### src/rtl/uart_pkg.sv
// ----------------------------------------------------------------------------
// uart_pkg
// Definitions shared by the parametrised UART transmitter and receiver:
//   - parity-mode constants (PAR_NONE, PAR_ODD, PAR_EVEN)
//   - the frame FSM state enumeration
//   - a helper that turns the XOR of a word's data bits into the parity bit
// No ports; import with `import uart_pkg::*;`.
// ----------------------------------------------------------------------------
package uart_pkg;

    localparam int PAR_NONE = 0;
    localparam int PAR_ODD  = 1;
    localparam int PAR_EVEN = 2;

    // Frame phases, in line order. The receiver walks the same phases.
    typedef enum logic [2:0] {
        S_IDLE,
        S_START,
        S_DATA,
        S_PARITY,
        S_STOP
    } uart_state_t;

    // Even parity makes the total count of ones even, so the bit equals the
    // XOR of the data bits; odd parity is its inverse. PAR_NONE returns 0 and
    // is never placed on the line.
    function automatic logic parity_bit(input logic data_xor, input int mode);
        if (mode == PAR_ODD) begin
            return ~data_xor;
        end else if (mode == PAR_EVEN) begin
            return data_xor;
        end else begin
            return 1'b0;
        end
    endfunction

endpackage

### src/rtl/uart_sync_fifo.sv
// ----------------------------------------------------------------------------
// uart_sync_fifo
// Single-clock FIFO with first-word fall-through: o_Data always shows the
// head entry, so a consumer can take it on the same cycle it asserts i_Read.
//
// Parameters
//   WIDTH  data word width
//   DEPTH  number of entries; power of two, >= 2
// Ports
//   i_Clock  rising-edge clock
//   i_Reset  synchronous active-high reset; empties the FIFO
//   i_Write  write strobe; ignored while o_Full
//   i_Read   read (pop) strobe; ignored while o_Empty
//   i_Data   word written when i_Write is accepted
//   o_Data   head word (valid while o_Empty = 0)
//   o_Full   registered full flag
//   o_Empty  registered empty flag
//   o_Count  registered occupancy, 0..DEPTH
// ----------------------------------------------------------------------------
module uart_sync_fifo #(
    parameter int WIDTH = 8,
    parameter int DEPTH = 16
) (
    input  logic                     i_Clock,
    input  logic                     i_Reset,
    input  logic                     i_Write,
    input  logic                     i_Read,
    input  logic [WIDTH-1:0]         i_Data,
    output logic [WIDTH-1:0]         o_Data,
    output logic                     o_Full,
    output logic                     o_Empty,
    output logic [$clog2(DEPTH):0]   o_Count
);

    localparam int AW = $clog2(DEPTH);
    localparam logic [AW:0] ONE_FREE = (AW+1)'(DEPTH - 1);

    logic [WIDTH-1:0] r_Mem [DEPTH];
    logic [AW-1:0]    r_Wr_Ptr;
    logic [AW-1:0]    r_Rd_Ptr;
    logic [AW:0]      r_Count;
    logic             r_Full;
    logic             r_Empty;
    logic             w_Do_Write;
    logic             w_Do_Read;

    // A write is dropped when full even if a pop happens on the same edge, so
    // acceptance looks only at the registered full flag.
    assign w_Do_Write = i_Write && !r_Full;
    assign w_Do_Read  = i_Read  && !r_Empty;

    // Storage carries no reset; only the pointers and flags decide validity.
    always_ff @(posedge i_Clock) begin
        if (w_Do_Write) begin
            r_Mem[r_Wr_Ptr] <= i_Data;
        end
    end

    // Pointers wrap naturally. Flags are updated from the current count so
    // they change on the very edge of the write or pop that moves them.
    always_ff @(posedge i_Clock) begin
        if (i_Reset) begin
            r_Wr_Ptr <= '0;
            r_Rd_Ptr <= '0;
            r_Count  <= '0;
            r_Full   <= 1'b0;
            r_Empty  <= 1'b1;
        end else begin
            if (w_Do_Write) begin
                r_Wr_Ptr <= r_Wr_Ptr + 1'b1;
            end
            if (w_Do_Read) begin
                r_Rd_Ptr <= r_Rd_Ptr + 1'b1;
            end
            case ({w_Do_Write, w_Do_Read})
                2'b10: begin
                    r_Count <= r_Count + 1'b1;
                    r_Full  <= (r_Count == ONE_FREE);
                    r_Empty <= 1'b0;
                end
                2'b01: begin
                    r_Count <= r_Count - 1'b1;
                    r_Full  <= 1'b0;
                    r_Empty <= (r_Count == (AW+1)'(1));
                end
                default: begin
                    r_Count <= r_Count;
                end
            endcase
        end
    end

    assign o_Data  = r_Mem[r_Rd_Ptr];
    assign o_Full  = r_Full;
    assign o_Empty = r_Empty;
    assign o_Count = r_Count;

endmodule

### src/rtl/uart_tx_fifo.sv
// ----------------------------------------------------------------------------
// uart_tx_fifo
// Buffered, parametrised UART transmitter. Words written into the internal
// FIFO are sent as start + DATA_BITS (LSB first) + optional parity +
// STOP_BITS frames. While the FIFO holds data, frames follow each other with
// no idle gap.
//
// Parameters
//   CLKS_PER_BIT  clock cycles per bit period (>= 2)
//   DATA_BITS     data bits per frame (5..9)
//   PARITY        PAR_NONE / PAR_ODD / PAR_EVEN
//   STOP_BITS     1 or 2
//   FIFO_DEPTH    FIFO entries; power of two, >= 2
// Ports
//   i_Clock      system clock, rising edge
//   i_Reset      synchronous active-high reset; aborts any frame, empties FIFO
//   i_TX_DV      write strobe, one entry per high cycle
//   i_TX_Data    word sampled when i_TX_DV = 1
//   o_TX_Serial  serial line, idles high
//   o_TX_Active  high from first start-bit cycle to last stop-bit cycle of a burst
//   o_TX_Done    one-cycle pulse after each frame's final stop bit
//   o_Full       FIFO full
//   o_Empty      FIFO empty
//   o_Count      FIFO occupancy
//   o_Overflow   one-cycle pulse the cycle after a write was dropped
// ----------------------------------------------------------------------------
module uart_tx_fifo
    import uart_pkg::*;
#(
    parameter int CLKS_PER_BIT = 217,
    parameter int DATA_BITS    = 8,
    parameter int PARITY       = PAR_NONE,
    parameter int STOP_BITS    = 1,
    parameter int FIFO_DEPTH   = 16
) (
    input  logic                         i_Clock,
    input  logic                         i_Reset,
    input  logic                         i_TX_DV,
    input  logic [DATA_BITS-1:0]         i_TX_Data,
    output logic                         o_TX_Serial,
    output logic                         o_TX_Active,
    output logic                         o_TX_Done,
    output logic                         o_Full,
    output logic                         o_Empty,
    output logic [$clog2(FIFO_DEPTH):0]  o_Count,
    output logic                         o_Overflow
);

    localparam int CNT_W = $clog2(CLKS_PER_BIT);
    localparam int IDX_W = $clog2(DATA_BITS);
    localparam logic [CNT_W-1:0] CNT_LAST  = CNT_W'(CLKS_PER_BIT - 1);
    localparam logic [IDX_W-1:0] IDX_LAST  = IDX_W'(DATA_BITS - 1);
    localparam logic             STOP_LAST = 1'(STOP_BITS - 1);

    uart_state_t           r_State;
    logic [CNT_W-1:0]      r_Clk_Count;
    logic [IDX_W-1:0]      r_Bit_Index;
    logic                  r_Stop_Index;
    logic [DATA_BITS-1:0]  r_TX_Word;
    logic                  r_TX_Serial;
    logic                  r_TX_Active;
    logic                  r_TX_Done;
    logic                  r_Overflow;

    logic [DATA_BITS-1:0]  w_Fifo_Data;
    logic                  w_Full;
    logic                  w_Empty;
    logic                  w_Bit_End;
    logic                  w_Frame_End;
    logic                  w_Pop;
    logic                  w_Parity_Bit;

    uart_sync_fifo #(
        .WIDTH (DATA_BITS),
        .DEPTH (FIFO_DEPTH)
    ) u_fifo (
        .i_Clock (i_Clock),
        .i_Reset (i_Reset),
        .i_Write (i_TX_DV),
        .i_Read  (w_Pop),
        .i_Data  (i_TX_Data),
        .o_Data  (w_Fifo_Data),
        .o_Full  (w_Full),
        .o_Empty (w_Empty),
        .o_Count (o_Count)
    );

    // The head word is popped either from idle or on the last cycle of the
    // final stop bit; the latter is what lets the next start bit follow the
    // stop bit directly.
    assign w_Bit_End    = (r_Clk_Count == CNT_LAST);
    assign w_Frame_End  = (r_State == S_STOP) && w_Bit_End && (r_Stop_Index == STOP_LAST);
    assign w_Pop        = !w_Empty && ((r_State == S_IDLE) || w_Frame_End);
    assign w_Parity_Bit = parity_bit(^r_TX_Word, PARITY);

    // Frame FSM. The line value is registered together with the state, so
    // each transition also loads the first level of the phase being entered.
    // r_TX_Word is only loaded on a pop and is held for the entire frame.
    always_ff @(posedge i_Clock) begin
        if (i_Reset) begin
            r_State      <= S_IDLE;
            r_Clk_Count  <= '0;
            r_Bit_Index  <= '0;
            r_Stop_Index <= 1'b0;
            r_TX_Word    <= '0;
            r_TX_Serial  <= 1'b1;
            r_TX_Active  <= 1'b0;
            r_TX_Done    <= 1'b0;
        end else begin
            r_TX_Done   <= 1'b0;
            r_Clk_Count <= w_Bit_End ? '0 : r_Clk_Count + 1'b1;

            case (r_State)
                S_IDLE: begin
                    r_Clk_Count <= '0;
                    r_TX_Serial <= 1'b1;
                    r_TX_Active <= 1'b0;
                    if (w_Pop) begin
                        r_TX_Word    <= w_Fifo_Data;
                        r_Bit_Index  <= '0;
                        r_Stop_Index <= 1'b0;
                        r_TX_Serial  <= 1'b0;
                        r_TX_Active  <= 1'b1;
                        r_State      <= S_START;
                    end
                end

                S_START: begin
                    if (w_Bit_End) begin
                        r_Bit_Index <= '0;
                        r_TX_Serial <= r_TX_Word[0];
                        r_State     <= S_DATA;
                    end
                end

                S_DATA: begin
                    if (w_Bit_End) begin
                        if (r_Bit_Index == IDX_LAST) begin
                            if (PARITY != PAR_NONE) begin
                                r_TX_Serial <= w_Parity_Bit;
                                r_State     <= S_PARITY;
                            end else begin
                                r_Stop_Index <= 1'b0;
                                r_TX_Serial  <= 1'b1;
                                r_State      <= S_STOP;
                            end
                        end else begin
                            r_Bit_Index <= r_Bit_Index + 1'b1;
                            r_TX_Serial <= r_TX_Word[r_Bit_Index + 1'b1];
                        end
                    end
                end

                S_PARITY: begin
                    if (w_Bit_End) begin
                        r_Stop_Index <= 1'b0;
                        r_TX_Serial  <= 1'b1;
                        r_State      <= S_STOP;
                    end
                end

                S_STOP: begin
                    if (w_Bit_End) begin
                        if (r_Stop_Index == STOP_LAST) begin
                            r_TX_Done <= 1'b1;
                            if (w_Pop) begin
                                r_TX_Word    <= w_Fifo_Data;
                                r_Bit_Index  <= '0;
                                r_Stop_Index <= 1'b0;
                                r_TX_Serial  <= 1'b0;
                                r_State      <= S_START;
                            end else begin
                                r_TX_Serial <= 1'b1;
                                r_TX_Active <= 1'b0;
                                r_State     <= S_IDLE;
                            end
                        end else begin
                            r_Stop_Index <= r_Stop_Index + 1'b1;
                        end
                    end
                end

                default: begin
                    r_TX_Serial <= 1'b1;
                    r_TX_Active <= 1'b0;
                    r_State     <= S_IDLE;
                end
            endcase
        end
    end

    // A dropped write is flagged one cycle later; the FIFO's registered full
    // flag is the same condition it uses to refuse the write.
    always_ff @(posedge i_Clock) begin
        if (i_Reset) begin
            r_Overflow <= 1'b0;
        end else begin
            r_Overflow <= i_TX_DV && w_Full;
        end
    end

    assign o_TX_Serial = r_TX_Serial;
    assign o_TX_Active = r_TX_Active;
    assign o_TX_Done   = r_TX_Done;
    assign o_Full      = w_Full;
    assign o_Empty     = w_Empty;
    assign o_Overflow  = r_Overflow;

endmodule

### config.mk
export PLATFORM = sky130hd
export DESIGN_NAME = uart_tx_fifo
export DESIGN_NICKNAME = d
export VERILOG_FILES = /design/src/rtl/uart_pkg.sv /design/src/rtl/uart_sync_fifo.sv /design/src/rtl/uart_tx_fifo.sv
export SDC_FILE = /design/constraint.sdc
export NUM_CORES = 1
export LEC_CHECK = 0
export CAP_MARGIN = 15
export CORE_MARGIN = 4
export CORE_UTILIZATION = 40
export DETAILED_ROUTE_END_ITERATION = 8
export PLACE_DENSITY = 0.66
export REMOVE_ABC_BUFFERS = 1
export SLEW_MARGIN = 20
export SYNTH_ARGS = -nofsm -noshare
export SYNTH_HDL_FRONTEND = slang
export SYNTH_SLANG_ARGS = --single-unit
### constraint.sdc
create_clock -name i_Clock -period 3.1 [get_ports i_Clock]
set_input_delay 0.62 -clock i_Clock [delete_from_list [all_inputs] [get_ports i_Clock]]
set_output_delay 0.62 -clock i_Clock [all_outputs]
set_load 0.01 [all_outputs]
==> summary.txt <==
placed cell count = 697
highest attainable clock frequency = 414 MHz
leading cell types by total area after synthesis = sky130_fd_sc_hd__edfxtp_1, sky130_fd_sc_hd__dfxtp_1, sky130_fd_sc_hd__mux4_2, sky130_fd_sc_hd__nor2_1, sky130_fd_sc_hd__ha_1
pin count of the biggest net entering global routing = 20
Top-Level Pins = 22
Final Hold Viols = 0
total half-perimeter wirelength after legalization and detailed placement = 8.79 mm
All-Layer GR Usage = 14.5%
sequential-to-total area share from yosys stat = 67.7%
number of clock sinks = 173
number of buffers inserted by hold repair at cts = 0
number of enable flip-flop cells after synthesis = 128
antenna cells = 0
slew at the pin closest to its max-slew limit = 0.805 ns
xor/xnor cell area share of the yosys netlist = 1.88%
clk_lat worst skew = 0.43 ns
final std cell area, no fill = 8130 um^2
clock-pin slew reported for the worst setup and hold paths after clock tree synthesis = 0.07 ns
area occupied by multi-input gates = 2100 um^2
Fin Hold WS = 0.469 ns
signal arrival time at the worst endpoint = 2.71 ns
top_reg_cell synth = sky130_fd_sc_hd__edfxtp_1
multiplexer share of the synthesized area = 12.4%
max-capacitance violation count = 0
post-CTS setup buffer count = 0
Die Outline Area = 19,700 um^2
required arrival time at the worst endpoint = 3.40 ns
fraction of layout instances using a drive strength above 1 = 17.9%
Resized Gates After CTS = 0
clock tree from TritonCTS = built
power density of the placed cells = 629 nW/um^2
cell with the most instances after synthesis = sky130_fd_sc_hd__edfxtp_1
crit path setup slack, layout = 0.685 ns
net count reported at finish = 516
number of fill cells = 1,442
routed wire length per instance = 18.3 um
number of port buffers = 21
async set-reset flop share out of synthesis = 0%
most area-hungry cell type in the Yosys netlist = sky130_fd_sc_hd__edfxtp_1
register-to-register setup slack = 0.68 ns
area of the mapped netlist = 7010 um^2
share of the synthesized area in compound gates (AO/OA/AOI/OAI) = 4.41%
cell depth of the worst flop-to-flop path = 12
count of final max-slew check failures = 0
kind of launch point of the worst setup path = flop
DRC violations left = 0
cell types with the highest counts after synthesis = sky130_fd_sc_hd__edfxtp_1, sky130_fd_sc_hd__nor2_1, sky130_fd_sc_hd__dfxtp_1
Syn-to-layout area delta = 16.0%
maximum fanout along the worst path = 13
total congestion overflow = 0
antenna violations before repair = 0
sequential standard cell area = 4750 um^2
maximum clock path buffer count = 2
largest clock skew in the final design = 0.00879 ns
fraction of synthesized cell area taken by the top area cell type = 54.9%
post-layout minimum cycle time = 2.42 ns
post-synthesis average cell area = 15.4 um^2
period utilisation layout = 77.9%
worst min-delay path startpoint = r_Clk_Count[0]
via count of the first global-routing pass = 3,979
Routed Wire Length = 13.4 mm
simple-gate area share of the yosys netlist = 8.82%
wire length of the first global-routing pass = 21.8 mm
adder-cell area share of the yosys netlist = 2.50%
H-Tree Level Count = 4
Sum Neg Setup Slack = 0 ns
Min-Delay Path Class = flop to flop
Root Buffer = sky130_fd_sc_hd__clkbuf_16
Total Power Consumption = 5.11 mW
drt first pass iters = 4
Setup Slack @ Placement = 0.554 ns
GPL Wtd Cong = 0.783
die span in y = 140 um
number of CTS-inserted buffers = 17
endpoint of the worst register-to-register path = u_fifo.o_Count[3]
Critical Path End Type = flop
largest family of logic cells by synthesized area = multiplexers
Synth Register Bits = 173
startpoint of the lowest-slack register-to-register path = r_Clk_Count[0]
Setup-failing EPs final = 0
Cell variety after synth = 46
Ys Warns = 0
outcome = finished, final reports clean
number of stages on the worst hold path = 1
IR drop worst, VDD = 0.000467 V
Syn Inst Count = 454
total number of placement rows = 48
Worst Path Class, Setup = flop to flop
fin util = 47.2%
via density per instance = 5.25
relative max-transition margin = 46.2%
area of the placeable core = 17,200 um^2
effective utilization at floorplan = 40.7%
RSZ-0062 raised after global routing = false
count of nets left with antenna violations after detail routing = 0
cell area after placement = 7570 um^2
total vias in the final route = 3,826
reported leakage power = 2.71 nW
Iteration-0 DRC Markers = 291
hold worst-path end = r_Clk_Count[0]
Post-Layout Cell Count = 729
width of the die = 140 um
## routing by layer
| layer | vias to the layer above | part of all wire, % | GRT usage (%) |
|---|---|---|---|
| met2 | 78 | 49 | 23.1 |
| met3 | 23 | 4.3 | 3.69 |
| met5 | - | 0 | 0 |
| met1 | 1930 | 45 | 19.3 |
| li1 | 1795 | - | - |
| met4 | 0 | 2.0 | 5.35 |
## report_power, final
| part | total (mW) | leakage, nW | internal (mW) | switching [mW] |
|---|---|---|---|---|
| Clock | 2.03 | 0.268 | 1.12 | 0.913 |
| Combinational | 0.452 | 0.919 | 0.219 | 0.233 |
| Sequential | 2.62 | 1.52 | 2.55 | 0.0739 |
| Total | 5.11 | 2.71 | 3.89 | 1.22 |
## registers in the layout (all words and copies together), names as in the netlist, named ones only
name             count
u_fifo.r_Mem       128
r_Clk_Count          8
r_TX_Word            8
u_fifo.o_Count       5
u_fifo.r_Rd_Ptr      4
u_fifo.r_Wr_Ptr      4
r_Bit_Index          3
r_State              3
o_Overflow           1
o_TX_Active          1
o_TX_Done            1
o_TX_Serial          1
u_fifo.o_Empty       1
u_fifo.o_Full        1
## area by class of cell
| type | instances | share of cell area (%) |
|---|---|---|
| sequential | 173 | 58.4 |
| timing repair buffer | 42 | 4.83 |
| clock inverter | 14 | 1.65 |
| multi-input combinational | 245 | 25.8 |
| tap | 225 | 3.46 |
| clock buffer | 18 | 5.28 |
| inverter | 12 | 0.554 |
## how the worst max path moves through the flow
stage	start	endpoint	depth (start not counted)
after floorplan	flop	r_TX_Word[6]	5
after global placement	i_TX_DV	u_fifo.o_Count[3]	10
after detailed placement	i_TX_DV	u_fifo.o_Count[3]	10
after CTS	r_Clk_Count[0]	u_fifo.o_Count[3]	12
after global routing	r_Clk_Count[0]	u_fifo.o_Count[3]	12
final	r_Clk_Count[0]	u_fifo.o_Count[3]	12
## cells in the final DEF (no fill, tap or decap), drive strengths merged, types with 2 or more instances in the layout
cell / netlist / routed
edfxtp: 128 / 128
nor2: 57 / 57
dfxtp: 45 / 45
mux4: 34 / 34
clkdlybuf4s50: 0 / 21
nand2: 21 / 21
buf: 12 / 21
clkbuf: 12 / 18
inv: 12 / 18
a22oi: 15 / 15
ha: 14 / 14
a21oi: 12 / 12
o21ai: 10 / 10
xor2: 9 / 9
mux2i: 9 / 9
nand3: 8 / 8
nor3: 7 / 7
xnor2: 6 / 6
nor2b: 5 / 5
nand2b: 5 / 5
and3: 5 / 5
or3: 4 / 4
clkinv: 0 / 4
clkinvlp: 0 / 3
nor3b: 2 / 2
nand4: 2 / 2
a31oi: 2 / 2
nor4b: 2 / 2
o22ai: 2 / 2
## critical path, stage by stage (launching register included)
cell                        delay [ns]
sky130_fd_sc_hd__dfxtp_1          0.34
sky130_fd_sc_hd__inv_1            0.06
sky130_fd_sc_hd__ha_1             0.18
sky130_fd_sc_hd__nand4bb_4        0.15
sky130_fd_sc_hd__o21ai_4          0.23
sky130_fd_sc_hd__nand2_4          0.18
sky130_fd_sc_hd__inv_1            0.10
sky130_fd_sc_hd__ha_1             0.28
sky130_fd_sc_hd__nor2b_1          0.26
sky130_fd_sc_hd__nand3_1          0.11
sky130_fd_sc_hd__a21oi_1          0.19
sky130_fd_sc_hd__xnor2_1          0.14
sky130_fd_sc_hd__nor2_1           0.05
## logic make-up (layout without fill, tap and decap cells)
| logic type | after synthesis | count (layout) |
|---|---|---|
| AOI/OAI and AO/OA | 47 | 47 |
| xor gates and xnor gates | 15 | 15 |
| adders and majority gates | 14 | 14 |
| buffers and inverters | 36 | 86 |
| DFF | 173 | 173 |
| muxes | 44 | 44 |
| and+or+nand+nor | 125 | 125 |
No activity file was read; power rests on OpenSTA's default activity.
